<file path="config.mk">
export PLATFORM = sky130hd
export DESIGN_NAME = baud_generator_frac_flat
export DESIGN_NICKNAME = d
export VERILOG_FILES = /design/src/rtl/baud_generator_frac_pkg.sv /design/src/rtl/baud_generator_frac_if.sv /design/src/rtl/baud_generator_frac_nco.sv /design/src/rtl/baud_generator_frac.sv /design/src/flat_wrapper.sv
export SDC_FILE = /design/constraint.sdc
export NUM_CORES = 1
export LEC_CHECK = 0
export BUFFER_PORTS_ARGS = -buffer_cell sky130_fd_sc_hd__buf_4
export CORE_ASPECT_RATIO = 1.1
export CORE_MARGIN = 5
export CORE_UTILIZATION = 30
export DETAILED_ROUTE_END_ITERATION = 8
export GPL_TIMING_DRIVEN = 0
export PLACE_DENSITY = 0.56
export SLEW_MARGIN = 20
export SYNTH_ARGS = -nofsm -noshare
export SYNTH_HDL_FRONTEND = slang
export SYNTH_SLANG_ARGS = --single-unit
</file>
<file path="constraint.sdc">
create_clock -name clk -period 6.8 [get_ports clk]
set_clock_uncertainty 0.2 [all_clocks]
set_input_delay 0.68 -clock clk [delete_from_list [all_inputs] [get_ports clk]]
set_output_delay 0.68 -clock clk [all_outputs]
set_load 0.005 [all_outputs]
</file>
<file path="src/rtl/baud_generator_frac_pkg.sv">
// Shared constants for the fractional UART baud generator: the rate table,
// the select codes and the elaboration-time divisor calculation.
package baud_pkg;

  localparam int unsigned NUM_RATES = 32'd9;

  localparam int unsigned BAUD_TABLE [NUM_RATES] = '{
    32'd1200, 32'd2400, 32'd4800, 32'd9600, 32'd19200,
    32'd38400, 32'd57600, 32'd115200, 32'd230400
  };

  localparam int unsigned DEFAULT_SEL = 32'd3;
  localparam int unsigned CUSTOM_SEL  = 32'd15;

  // Rounded clk cycles per oversample tick in 1/2^frac_w units, i.e. {int, frac}
  function automatic longint unsigned calc_div(input longint unsigned clk_hz,
                                               input longint unsigned baud,
                                               input longint unsigned osr,
                                               input int unsigned     frac_w);
    longint unsigned denom;
    denom = baud * osr;
    return ((clk_hz << frac_w) + (denom / 64'd2)) / denom;
  endfunction

endpackage

</file>
<file path="src/rtl/baud_generator_frac_if.sv">
// Configuration and tick bundle between a UART channel and its baud generator.
interface baud_generator_frac_if #(
  parameter int unsigned DIV_INT_W = 32'd16,
  parameter int unsigned FRAC_W    = 32'd4,
  parameter int unsigned OSR       = 32'd16
);
  localparam int unsigned PHASE_W = $clog2(OSR);

  logic                 enable;
  logic [3:0]           baud_rate_sel;
  logic [DIV_INT_W-1:0] cfg_div_int;
  logic [FRAC_W-1:0]    cfg_div_frac;
  logic                 rx_resync;
  logic                 os_tick;
  logic                 sample_tick;
  logic                 bit_tick;
  logic [PHASE_W-1:0]   os_phase;
  logic                 cfg_pending;
  logic                 cfg_err;

  modport master (
    output enable, baud_rate_sel, cfg_div_int, cfg_div_frac, rx_resync,
    input  os_tick, sample_tick, bit_tick, os_phase, cfg_pending, cfg_err
  );

  modport slave (
    input  enable, baud_rate_sel, cfg_div_int, cfg_div_frac, rx_resync,
    output os_tick, sample_tick, bit_tick, os_phase, cfg_pending, cfg_err
  );

endinterface

</file>
<file path="src/rtl/baud_generator_frac_nco.sv">
// Fractional-N cycle divider: period alternates between div_int and div_int+1
// so the average period is div_int + div_frac/2^FRAC_W with no drift.
module baud_frac_nco #(
  parameter int unsigned DIV_INT_W = 32'd16,
  parameter int unsigned FRAC_W    = 32'd4
) (
  input  logic                 clk,
  input  logic                 reset_n,
  input  logic                 clear_i,
  input  logic [DIV_INT_W-1:0] div_int_i,
  input  logic [FRAC_W-1:0]    div_frac_i,
  output logic                 tick_o
);

  logic [DIV_INT_W-1:0] cnt_q, cnt_d;
  logic [FRAC_W-1:0]    acc_q, acc_d;
  logic [FRAC_W:0]      sum_s;
  logic [DIV_INT_W:0]   period_m1_s;
  logic                 hit_s;

  assign sum_s       = {1'b0, acc_q} + {1'b0, div_frac_i};
  assign period_m1_s = {1'b0, div_int_i} + {{DIV_INT_W{1'b0}}, sum_s[FRAC_W]}
                       - {{DIV_INT_W{1'b0}}, 1'b1};
  assign hit_s       = ({1'b0, cnt_q} == period_m1_s);
  assign tick_o      = hit_s & ~clear_i;

  // Next-state for cycle counter and fractional accumulator
  always_comb begin
    cnt_d = cnt_q + {{(DIV_INT_W-1){1'b0}}, 1'b1};
    acc_d = acc_q;
    if (clear_i) begin
      cnt_d = '0;
      acc_d = '0;
    end else if (hit_s) begin
      cnt_d = '0;
      acc_d = sum_s[FRAC_W-1:0];
    end else begin
      acc_d = acc_q;
    end
  end

  // Counter and accumulator state
  always_ff @(posedge clk or negedge reset_n) begin
    if (!reset_n) begin
      cnt_q <= '0;
      acc_q <= '0;
    end else begin
      cnt_q <= cnt_d;
      acc_q <= acc_d;
    end
  end

endmodule

</file>
<file path="src/rtl/baud_generator_frac.sv">
// UART baud generator: selects a divisor, holds it stable across each bit and
// derives oversample, mid-bit sample and end-of-bit ticks from a fractional NCO.
module baud_generator_frac
  import baud_pkg::*;
#(
  parameter longint unsigned CLK_FREQ_HZ = 64'd100_000_000,
  parameter int unsigned     OSR         = 32'd16,
  parameter int unsigned     DIV_INT_W   = 32'd16,
  parameter int unsigned     FRAC_W      = 32'd4
) (
  input  logic               clk,
  input  logic               reset_n,
  baud_generator_frac_if.slave bus
);

  localparam int unsigned PHASE_W = $clog2(OSR);
  localparam int unsigned DW      = DIV_INT_W + FRAC_W;
  localparam logic [DW-1:0] DEF_DIV =
    DW'(calc_div(CLK_FREQ_HZ, 64'(BAUD_TABLE[DEFAULT_SEL]), 64'(OSR), FRAC_W));

  logic [DW-1:0]      rate_div_s [NUM_RATES];
  logic [DW-1:0]      req_div_d, req_div_q, act_div_q;
  logic               cfg_err_d, cfg_err_q;
  logic [PHASE_W-1:0] phase_q;
  logic               clear_s, os_tick_s, bit_tick_s, sample_tick_s, load_s;

  for (genvar g = 0; g < NUM_RATES; g++) begin : g_rate
    localparam logic [DW-1:0] RATE_DIV =
      DW'(calc_div(CLK_FREQ_HZ, 64'(BAUD_TABLE[g]), 64'(OSR), FRAC_W));
    assign rate_div_s[g] = RATE_DIV;
  end

  // Requested divisor from select/custom inputs; reserved codes fall back to 9600
  always_comb begin
    req_div_d = DEF_DIV;
    cfg_err_d = 1'b0;
    if (bus.baud_rate_sel == 4'(CUSTOM_SEL)) begin
      if (bus.cfg_div_int < DIV_INT_W'(2)) begin
        req_div_d = {DIV_INT_W'(2), bus.cfg_div_frac};
        cfg_err_d = 1'b1;
      end else begin
        req_div_d = {bus.cfg_div_int, bus.cfg_div_frac};
      end
    end else if (bus.baud_rate_sel < 4'(NUM_RATES)) begin
      req_div_d = rate_div_s[bus.baud_rate_sel];
    end else begin
      cfg_err_d = 1'b1;
    end
  end

  assign clear_s = ~bus.enable | bus.rx_resync;

  baud_frac_nco #(
    .DIV_INT_W (DIV_INT_W),
    .FRAC_W    (FRAC_W)
  ) u_nco (
    .clk        (clk),
    .reset_n    (reset_n),
    .clear_i    (clear_s),
    .div_int_i  (act_div_q[DW-1:FRAC_W]),
    .div_frac_i (act_div_q[FRAC_W-1:0]),
    .tick_o     (os_tick_s)
  );

  assign bit_tick_s    = os_tick_s & (phase_q == PHASE_W'(OSR - 32'd1));
  assign sample_tick_s = os_tick_s & (phase_q == PHASE_W'((OSR / 32'd2) - 32'd1));
  // The active divisor only moves at a bit boundary or while the phase is being cleared
  assign load_s        = clear_s | bit_tick_s;

  // Shadow/active divisor, error flag and oversample phase
  always_ff @(posedge clk or negedge reset_n) begin
    if (!reset_n) begin
      req_div_q <= DEF_DIV;
      act_div_q <= DEF_DIV;
      cfg_err_q <= 1'b0;
      phase_q   <= '0;
    end else begin
      req_div_q <= req_div_d;
      cfg_err_q <= cfg_err_d;
      if (load_s) begin
        act_div_q <= req_div_q;
      end else begin
        act_div_q <= act_div_q;
      end
      if (clear_s) begin
        phase_q <= '0;
      end else if (os_tick_s) begin
        phase_q <= phase_q + PHASE_W'(1);
      end else begin
        phase_q <= phase_q;
      end
    end
  end

  assign bus.os_tick     = os_tick_s;
  assign bus.sample_tick = sample_tick_s;
  assign bus.bit_tick    = bit_tick_s;
  assign bus.os_phase    = phase_q;
  assign bus.cfg_pending = (req_div_q != act_div_q);
  assign bus.cfg_err     = cfg_err_q;

endmodule

</file>
<file path="src/flat_wrapper.sv">
// flat-port wrapper written by rule: the top's interface ports become plain ports
module baud_generator_frac_flat import baud_pkg::*;
#(
  parameter longint unsigned CLK_FREQ_HZ = 64'd100_000_000,
  parameter int unsigned     OSR         = 32'd16,
  parameter int unsigned     DIV_INT_W   = 32'd16,
  parameter int unsigned     FRAC_W      = 32'd4
)
  (clk, reset_n, bus_enable, bus_baud_rate_sel, bus_cfg_div_int, bus_cfg_div_frac, bus_rx_resync, bus_os_tick, bus_sample_tick, bus_bit_tick, bus_os_phase, bus_cfg_pending, bus_cfg_err);
  baud_generator_frac_if #(.DIV_INT_W(DIV_INT_W), .FRAC_W(FRAC_W), .OSR(OSR)) bus_i ();
  input  logic clk;
  input  logic reset_n;
  input wire logic [$bits(bus_i.enable)-1:0] bus_enable;
  input wire logic [$bits(bus_i.baud_rate_sel)-1:0] bus_baud_rate_sel;
  input wire logic [$bits(bus_i.cfg_div_int)-1:0] bus_cfg_div_int;
  input wire logic [$bits(bus_i.cfg_div_frac)-1:0] bus_cfg_div_frac;
  input wire logic [$bits(bus_i.rx_resync)-1:0] bus_rx_resync;
  output wire logic [$bits(bus_i.os_tick)-1:0] bus_os_tick;
  output wire logic [$bits(bus_i.sample_tick)-1:0] bus_sample_tick;
  output wire logic [$bits(bus_i.bit_tick)-1:0] bus_bit_tick;
  output wire logic [$bits(bus_i.os_phase)-1:0] bus_os_phase;
  output wire logic [$bits(bus_i.cfg_pending)-1:0] bus_cfg_pending;
  output wire logic [$bits(bus_i.cfg_err)-1:0] bus_cfg_err;
  assign bus_i.enable = bus_enable;
  assign bus_i.baud_rate_sel = bus_baud_rate_sel;
  assign bus_i.cfg_div_int = bus_cfg_div_int;
  assign bus_i.cfg_div_frac = bus_cfg_div_frac;
  assign bus_i.rx_resync = bus_rx_resync;
  assign bus_os_tick = bus_i.os_tick;
  assign bus_sample_tick = bus_i.sample_tick;
  assign bus_bit_tick = bus_i.bit_tick;
  assign bus_os_phase = bus_i.os_phase;
  assign bus_cfg_pending = bus_i.cfg_pending;
  assign bus_cfg_err = bus_i.cfg_err;
  baud_generator_frac #(.CLK_FREQ_HZ(CLK_FREQ_HZ), .OSR(OSR), .DIV_INT_W(DIV_INT_W), .FRAC_W(FRAC_W)) u_core (.clk(clk), .reset_n(reset_n), .bus(bus_i));
endmodule
</file>
==> results of run 1 <==
critical path: stages, from the launching register on:
cell and delay [ns]:
sky130_fd_sc_hd__dfrtp_1 0.38, sky130_fd_sc_hd__ha_1 0.21, sky130_fd_sc_hd__inv_1 0.07, sky130_fd_sc_hd__fa_1 0.19, sky130_fd_sc_hd__inv_1 0.05, sky130_fd_sc_hd__a21o_1 0.16
sky130_fd_sc_hd__a21oi_1 0.15, sky130_fd_sc_hd__ha_1 0.27, sky130_fd_sc_hd__ha_1 0.28, sky130_fd_sc_hd__or4b_1 0.56, sky130_fd_sc_hd__or3_1 0.38, sky130_fd_sc_hd__a221oi_1 0.38
sky130_fd_sc_hd__nand4_1 0.14, sky130_fd_sc_hd__and4bb_1 0.39, sky130_fd_sc_hd__nand3_1 0.13, sky130_fd_sc_hd__nor4_1 0.23, sky130_fd_sc_hd__buf_4 0.17
cell usage in the layout (no fill, tap or decap), types with 7 or more instances in the layout:
cell,count
sky130_fd_sc_hd__nor2_1,34
sky130_fd_sc_hd__ha_1,14
sky130_fd_sc_hd__nand2_1,22
sky130_fd_sc_hd__o21ai_0,10
sky130_fd_sc_hd__xor2_1,28
sky130_fd_sc_hd__a31oi_1,7
sky130_fd_sc_hd__nor4_1,10
sky130_fd_sc_hd__clkbuf_1,11
sky130_fd_sc_hd__nand4_1,11
sky130_fd_sc_hd__a21oi_1,12
sky130_fd_sc_hd__dfstp_2,12
sky130_fd_sc_hd__clkbuf_16,9
sky130_fd_sc_hd__xnor2_1,28
sky130_fd_sc_hd__inv_1,14
sky130_fd_sc_hd__dfrtp_1,53
sky130_fd_sc_hd__nand3_1,16
sky130_fd_sc_hd__mux2_4,20
sky130_fd_sc_hd__mux2i_1,8
sky130_fd_sc_hd__buf_4,36
power by group:
part / switching (mW) / internal, mW / total [mW] / leakage (nW)
clock: 0.164 / 0.341 / 0.505 / 0.155
sequential: 0.0164 / 0.411 / 0.427 / 0.844
combinational: 0.0835 / 0.0726 / 0.156 / 1.12
final cells by class:
cell class / instances / area [um2] / share of cell area, %
clock buffer: 12 / 256 / 5.32
multi-input combinational: 296 / 2230 / 46.3
sequential: 65 / 1640 / 34.1
clock inverter: 4 / 75.1 / 1.56
inverter: 15 / 56.3 / 1.17
timing repair buffer: 35 / 263 / 5.45
buffer: 17 / 92.6 / 1.92
tap: 161 / 201 / 4.18
registers in the layout, summed over array words and instances (netlist names):
register and count:
u_core.act_div_q 20, u_core.bus.cfg_err 1, u_core.bus.os_phase 4, u_core.req_div_q 20
u_core.u_nco.acc_q 4, u_core.u_nco.cnt_q 16
cell families (layout without fill, tap and decap cells):
logic type | Yosys count | in the layout | synth area share [%]
AO/OA/AOI/OAI | 55 | 55 | 9.49
AND/OR/NAND/NOR | 141 | 141 | 19.2
adder cells (fa/ha/maj) | 15 | 15 | 4.85
buffers and inverters | 32 | 83 | 3.70
flip-flops | 65 | 65 | 40.8
multiplexers | 29 | 29 | 9.74
XOR/XNOR | 56 | 56 | 12.2
stage by stage:
step	power, mW	instance area, um2	hold slack [ns]	util, %	std cells
5_1_grt	1.14	4820	0.335	36.6	605
3_3_place_gp	0.587	4490	0.310	34.1	589
3_5_place_dp	0.591	4490	0.313	34.1	589
2_1_floorplan	0.537	4020	0.184	-	393
4_1_cts	1.10	4820	0.285	36.6	605
6_report	1.09	4820	0.254	36.6	605
synthesized netlist by cell type (2+ instances only):
library cell,number,share of area (%)
sky130_fd_sc_hd__a22oi_1,3,0.56
sky130_fd_sc_hd__clkbuf_1,10,0.93
sky130_fd_sc_hd__nor2_1,34,3.2
sky130_fd_sc_hd__or4_4,2,0.56
sky130_fd_sc_hd__o21ai_0,10,1.2
sky130_fd_sc_hd__nand4_1,11,1.7
sky130_fd_sc_hd__or2_2,3,0.47
sky130_fd_sc_hd__o22ai_1,2,0.31
sky130_fd_sc_hd__xnor2_1,28,6.1
sky130_fd_sc_hd__a22o_1,5,1.1
sky130_fd_sc_hd__xor2_1,28,6.1
sky130_fd_sc_hd__nor3_1,5,0.62
sky130_fd_sc_hd__or3_1,5,0.78
sky130_fd_sc_hd__a21oi_1,12,1.5
sky130_fd_sc_hd__nor2b_1,6,0.93
sky130_fd_sc_hd__nand2b_1,6,0.93
sky130_fd_sc_hd__ha_1,14,4.4
sky130_fd_sc_hd__dfrtp_1,53,33
sky130_fd_sc_hd__nand2_1,22,2.1
sky130_fd_sc_hd__nand3_1,16,2.0
sky130_fd_sc_hd__dfstp_2,12,7.8
sky130_fd_sc_hd__a31oi_1,7,1.1
sky130_fd_sc_hd__and2_1,3,0.47
sky130_fd_sc_hd__buf_6,3,0.84
sky130_fd_sc_hd__a211oi_1,3,0.56
sky130_fd_sc_hd__mux2_4,20,7.5
sky130_fd_sc_hd__and3_1,6,0.93
sky130_fd_sc_hd__a21o_1,3,0.56
sky130_fd_sc_hd__nor4_1,10,1.6
sky130_fd_sc_hd__mux2i_1,8,2.0
sky130_fd_sc_hd__nor4b_1,3,0.65
sky130_fd_sc_hd__inv_1,14,1.3
sky130_fd_sc_hd__buf_2,2,0.25
sky130_fd_sc_hd__or4_1,2,0.37
worst max-delay path by stage:
| stage | from | endpoint | depth (start not counted) |
|---|---|---|---|
| global placement | u_core.u_nco.acc_q[0] | bus_sample_tick | 16 |
| CTS | u_core.u_nco.acc_q[0] | bus_sample_tick | 16 |
| floorplan | u_core.u_nco.acc_q[0] | bus_sample_tick | 15 |
| detailed placement | u_core.u_nco.acc_q[0] | bus_sample_tick | 16 |
| finish | u_core.u_nco.acc_q[0] | bus_sample_tick | 16 |
| global route | u_core.u_nco.acc_q[0] | bus_sample_tick | 16 |
routing by layer:
metal	wire (um)	vias to the layer above
li1	-	1484
met5	0	-
met4	166	0
met2	4660	62
met1	4110	1453
met3	385	15
==> impl_results.md, run 1 <==
* Outcome: finished clean
* Total routing resource utilization after global routing at approximately an eighth
* Overall die height at between 100 and 150 um
* Capture instance of the worst register-to-register path: u_core.u_nco.cnt_q[11]
* Number of synthesized flops with an enable pin at 0
* Hold Crit Class: input pin to async pin
* Number of rows created at floorplan at 44
* Core Area at ~0.013 mm2
* Detailed-route via count at between 3000 and 4000
* #FFs+latches synth at 65
* Critical Path AT at between 4 and 5 ns
* Total inserted antenna cells at 0
* Number of antenna violations at the first check in global routing at 0
* Fraction of registers with async set or reset after synthesis at between 90% and 100%
* Clock root buffer: sky130_fd_sc_hd__clkbuf_16
* Number of hold violations in the final report at 0
* Main flop type after synthesis: sky130_fd_sc_hd__dfrtp_1
* Detail Route Antenna Nets at 0
* Actual slew at the worst max-slew pin at roughly 0.9 ns
* Clock-pin slew of the registers on the worst-case setup and hold paths at ~0.050 ns
* GP Congestion at approximately 0.87
* Area Overhead vs Synth at 19.8%
* CP startpoint kind: flop
* Final Cycle Share at roughly four fifths
* Count of boundary I/O pins at 37
* Kind of critical path: flop to output pin
* Maximum clock path buffer count at 2
* # Max-Cap Violations at 0
* Routed length per placed instance at 15.4 um
* Cells after Synth at 393
* Met3 capacity usage during global routing at around 3%
* Share of final-layout standard cells stronger than drive strength 1 at about 23%
* Number of input and output port buffers inserted at 35
* Die area at ~0.016 mm2
* Power per cell area at around 230 mW/mm2
* Sum of negative setup slack at 0 ns
* Total gr overflow at 0
* Area of the mapped netlist at roughly 0.0040 mm2
* Number of cells on the worst reg-to-reg path at 16
* Number of buffers added by the clock tree synthesis step at 9
* Via count of the first global-routing pass at around 3100
* DRT iter0 DRCs at 88
* Startpoint of the lowest-slack register-to-register path: u_core.u_nco.acc_q[0]
* Clock tree from TritonCTS: done
* Setup crit end kind: output pin
* Post-detailed-route via-to-cell ratio at between 4 and 5
* Pleak at 2.12 nW
* Worst Slack Setup Final at about 1.5 ns
* Slew HR at 39.1%
* Final critical path time including I/O delays and setup at 5.34 ns
* M2 GR Usage at a little over a fifth
* CTS-repair resized insts at 0
* Setup repair after global routing missed its margin: no
* Req. time, crit path at slightly below 6 ns
* Unique masters post-synth at 56
* Maximum number of pins on one net before global-route repair at 66
* CTS hold repair buffers at 0
* Final Net Count at between 400 and 500
* Number of clock sinks at 65
* CTS H-tree depth at 3
* Placement Setup Slack at between 1.5 and 2 ns
* Worst vdd rail ir drop at roughly 0.00012 V
* Critical path fanouts, max at 6
* Routed wire length at approximately 9300 um
* Syn_nets at 436
* Clock network latency to the later pin of the worst-skew pair at around 0.33 ns
* Final setup violation count at 0
* Wire length of the first global-routing pass at 15800 um
* Achievable Freq at 187 MHz
* Met1 usage in global routing at between 15 and 20%
* Worst-case register-to-register setup slack at between 2 and 2.5 ns
* Number of synthesis warnings at 0
* Die Width at about 120 um
* GR peak layer: met2
* Post-synthesis average cell area at slightly above 10 um2
* Placed wire-length estimate after detailed placement at approximately 7200 um
* DRC errors left at 0
* Number of detailed-route iterations in the first pass at 5
* Number of max-slew violations in the final report at 0
* Buffers inserted by post-CTS timing repair at 0
* Total of fill cells in the finished design at around 1300
* Starting density of the core at 30.6%
* Part of the Yosys area used for sequential elements at between 40% and 50%
Power figures use the tool's default switching activity.
==> inputs of run 2 (changes only) <==
--- a/config.mk
+++ b/config.mk
@@ -5,13 +5,14 @@
 export SDC_FILE = /design/constraint.sdc
 export NUM_CORES = 1
 export LEC_CHECK = 0
+export ABC_AREA = 1
 export BUFFER_PORTS_ARGS = -buffer_cell sky130_fd_sc_hd__buf_4
 export CORE_ASPECT_RATIO = 1.1
 export CORE_MARGIN = 5
 export CORE_UTILIZATION = 30
 export DETAILED_ROUTE_END_ITERATION = 8
 export GPL_TIMING_DRIVEN = 0
-export PLACE_DENSITY = 0.56
+export PLACE_DENSITY = 0.57
 export SLEW_MARGIN = 20
 export SYNTH_ARGS = -nofsm -noshare
 export SYNTH_HDL_FRONTEND = slang
==> constraint.sdc (replaced) <==
create_clock -name clk -period 4.38 [get_ports clk]
set_clock_uncertainty 0.2 [all_clocks]
set_input_delay 0.438 -clock clk [delete_from_list [all_inputs] [get_ports clk]]
set_output_delay 0.438 -clock clk [all_outputs]
set_load 0.005 [all_outputs]
==> impl_results.md, run 2 <==
* DRT iter0 DRCs at 136 (+55%)
* Cell area after layout at 0.00529 mm2 (+9.7%)
* Total routing resource utilization after global routing at 13.4% (+0.90 points)
* GP Congestion at 0.895 (+2.6%)
* Final setup violation count at 0 (unchanged)
* Setup repair after global routing missed its margin: yes
* Req. time, crit path at 3.74 ns (-2.18 ns)
* Number of detailed-route iterations in the first pass at 5 (unchanged)
* Count of boundary I/O pins at 37 (unchanged)
* Worst vdd rail ir drop at 0.000226 V (+96%)
* Routed wire length at 11000 um (+18%)
* Number of antenna violations at the first check in global routing at 0 (unchanged)
* Placed wire-length estimate after detailed placement at 8820 um (+23%)
* Total power at 1.65 mW (+52%)
* Cell area reported after detailed placement at 0.00484 mm2 (+7.9%)
* Total gr overflow at 0 (unchanged)
* Final Cycle Share at a little over nine tenths
* Clock network latency to the later pin of the worst-skew pair at 0.33 ns (about the same)
* Total inserted antenna cells at 0 (unchanged)
* Syn_nets at 639 (+47%)
* CP startpoint kind: flop
* Achievable Freq at 240 MHz
* Die area at 0.0169 mm2 (+7.1%)
* Area of the mapped netlist at 0.00433 mm2 (+7.7%)
* Number of input and output port buffers inserted at 36 (+2.9%)
* Number of hold violations in the final report at 3 (+3)
* Actual slew at the worst max-slew pin at 0.810 ns (-0.0917 ns)
* Critical path fanouts, max at 4 (-2)
* Wire length of the first global-routing pass at 18500 um (+17%)
* Outcome: finished with violations
* DRC errors left at 0 (unchanged)
* Maximum clock path buffer count at 2 (unchanged)
* Registers with the highest flip-flop counts: u_core.act_div_q (20), u_core.req_div_q (20), u_core.u_nco.cnt_q (16)
* # Max-Cap Violations at 0 (unchanged)
* CTS H-tree depth at 3 (unchanged)
* Dominant cell type by area after synthesis: sky130_fd_sc_hd__dfrtp_1
* Pleak at 2.63 nW (+24%)
* Most frequent cells after synthesis: 164 x sky130_fd_sc_hd__nand2_1, 78 x sky130_fd_sc_hd__inv_1, 66 x sky130_fd_sc_hd__nor2_1, 65 x sky130_fd_sc_hd__nand3_1, 53 x sky130_fd_sc_hd__dfrtp_1
* Post-synthesis average cell area at 7.27 um2 (-29%)
* Core Area at 0.0143 mm2 (+8.5%)
* Fraction of registers with async set or reset after synthesis at 100% (unchanged)
* Number of rows created at floorplan at 46 (+4.5%)
* Failing checks: hold timing
* Post-detailed-route via-to-cell ratio at 4.61 (-7.4%)
* Overall die height at 136 um (+3.5%)
* Number of buffers added by the clock tree synthesis step at 9 (unchanged)
* Part of the Yosys area used for sequential elements at 37.9% (-2.9 points)
* Detailed-route via count at 3918 (+30%)
* Clock tree from TritonCTS: done
* Kind of critical path: flop to output pin
* Setup crit end kind: output pin
* Final critical path time including I/O delays and setup at 4.17 ns
* Final Net Count at 695 (+44%)
* Worst Hold Slack at -0.00905 ns (-0.263 ns)
* Maximum number of pins on one net before global-route repair at 66 (unchanged)
* Clock-pin slew of the registers on the worst-case setup and hold paths at 0.06 ns (about the same)
* Commonest cells after routing, fill and taps aside: 162 x sky130_fd_sc_hd__nand2_1, 78 x sky130_fd_sc_hd__inv_1, 65 x sky130_fd_sc_hd__nor2_1, 63 x sky130_fd_sc_hd__nand3_1, 53 x sky130_fd_sc_hd__dfrtp_1
* #FFs+latches synth at 65 (unchanged)
* Number of synthesized flops with an enable pin at 0 (unchanged)
* Most frequent cell after synthesis: sky130_fd_sc_hd__nand2_1
* Cells after Synth at 596 (+52%)
* Die Width at 125 um (+3.5%)
* Power per cell area at 313 mW/mm2 (+38%)
* Number of synthesis warnings at 0 (unchanged)
* Share of the synthesized area in the top cell type at 30.6% (-2.4 points)
* Number of max-slew violations in the final report at 0 (unchanged)
* Hold Crit Class: input pin to async pin
* Area contributors post-synth: sky130_fd_sc_hd__dfrtp_1 31%, sky130_fd_sc_hd__nand2_1 14%, sky130_fd_sc_hd__nand3_1 7.5%
* Slew HR at 46.0% (+7.0 points)
* Number of clock sinks at 65 (unchanged)
* Starting density of the core at 30.3% (-0.23 points)
* Clock root buffer: sky130_fd_sc_hd__clkbuf_16
* Main flop type after synthesis: sky130_fd_sc_hd__dfrtp_1
* Unique masters post-synth at 42 (-25%)
* Area Overhead vs Synth at 22.0%
* Routed length per placed instance at 13.0 um (-16%)
* Critical Path AT at 3.53 ns (-0.93 ns)
* Sum of negative setup slack at 0 ns (unchanged)
* Most common cell after layout, fill and taps aside: sky130_fd_sc_hd__nand2_1
* Share of final-layout standard cells stronger than drive strength 1 at 20.2% (-2.3 points)
* Detail Route Antenna Nets at 0 (unchanged)
* Via count of the first global-routing pass at 3850 (+23%)
[run 2: cell types whose count changed after synthesis, sizes merged, moves of 16 or more]
cell / delta
nand2: +149
inv: +70
nand3: +50
nor2: +44
mux2: -21
xor2: -16
[run 2: area by class of cell]
type                       instances  area (um2)
clock inverter                     7        71.3
clock buffer                       9         225
timing repair buffer              45         338
buffer                            11        73.8
multi-input combinational        436        2370
inverter                          84         320
sequential                        65        1640
fill                            1560        8990
tap                              192         240
[run 2: routing by layer]
layer | vias to the layer above | track usage [%] | wire (um)
met5 | - | 0 | 0
li1 | 2010 | - | -
met2 | 77 | 23.7 | 5540
met4 | 0 | 5.05 | 129
met1 | 1822 | 16.2 | 4960
met3 | 9 | 2.51 | 400
[run 2: cell families after synthesis]
group	share of synthesized area [%]
AND/OR/NAND/NOR	38.0
buffers and inverters	8.90
flip-flops	37.9
AO/OA/AOI/OAI	5.43
XOR/XNOR	5.26
adder cells (fa/ha/maj)	4.51
[run 2: final timing paths]
check / start / endpoint / slack [ns] / cells after the start
setup / recovery: u_core.act_div_q[0] / bus_sample_tick / 0.21 / 20
hold / removal: reset_n / u_core.u_nco.cnt_q[14] / -0.009 / 1
setup reg to reg: u_core.act_div_q[0] / u_core.u_nco.cnt_q[11] / 0.78 / 20
hold reg to reg: u_core.req_div_q[13] / u_core.act_div_q[13] / 0.26 / 2
max in group asynchronous: reset_n / u_core.req_div_q[8] / 3.44 / 1
min in group clk: bus_cfg_div_int[11] / u_core.req_div_q[15] / 0.13 / 3
[run 2: critical path, stage by stage (launching register included)]
cell and delay, ns:
sky130_fd_sc_hd__dfstp_2 0.55, sky130_fd_sc_hd__ha_4 0.13, sky130_fd_sc_hd__inv_1 0.05, sky130_fd_sc_hd__fa_2 0.37
sky130_fd_sc_hd__o21ai_2 0.17, sky130_fd_sc_hd__a21oi_2 0.09, sky130_fd_sc_hd__ha_2 0.21, sky130_fd_sc_hd__ha_4 0.27
sky130_fd_sc_hd__or2_4 0.12, sky130_fd_sc_hd__nand3_4 0.09, sky130_fd_sc_hd__nor2_4 0.12, sky130_fd_sc_hd__nand2_1 0.06
sky130_fd_sc_hd__nor2_1 0.11, sky130_fd_sc_hd__nand2_1 0.07, sky130_fd_sc_hd__nor2_2 0.09, sky130_fd_sc_hd__nand3_2 0.13
sky130_fd_sc_hd__buf_8 0.17, sky130_fd_sc_hd__nor2_8 0.13, sky130_fd_sc_hd__clkinv_4 0.06, sky130_fd_sc_hd__nor3_2 0.09
sky130_fd_sc_hd__buf_4 0.13
[run 2: power breakdown]
group / total, mW / internal, mW / switching, mW
registers: 0.673 / 0.638 / 0.0350
clock network: 0.697 / 0.438 / 0.259
logic: 0.282 / 0.111 / 0.171
total: 1.65 / 1.19 / 0.465
[run 2: metrics by stage]
| stage | worst slack [ns] | utilization [%] | hold WS, ns | instances |
|---|---|---|---|---|
| 5_1_grt | -0.0154 | 37.0 | 0.0783 | 849 |
| 2_1_floorplan | 0.776 | - | -0.0576 | 596 |
| 3_3_place_gp | 0.197 | 33.9 | 0.260 | 824 |
| 3_5_place_dp | 0.123 | 33.9 | 0.261 | 824 |
| 4_1_cts | 0.00376 | 36.1 | 0.0321 | 840 |
| 6_report | 0.208 | 37.0 | -0.00905 | 849 |
[run 2: repair_timing]
item	in CTS	in global routing
hold buffers	0	0
gates resized for setup	8	13
endpoints found under the setup margin	3	3
buffers inserted	0	9
pin swaps	2	11
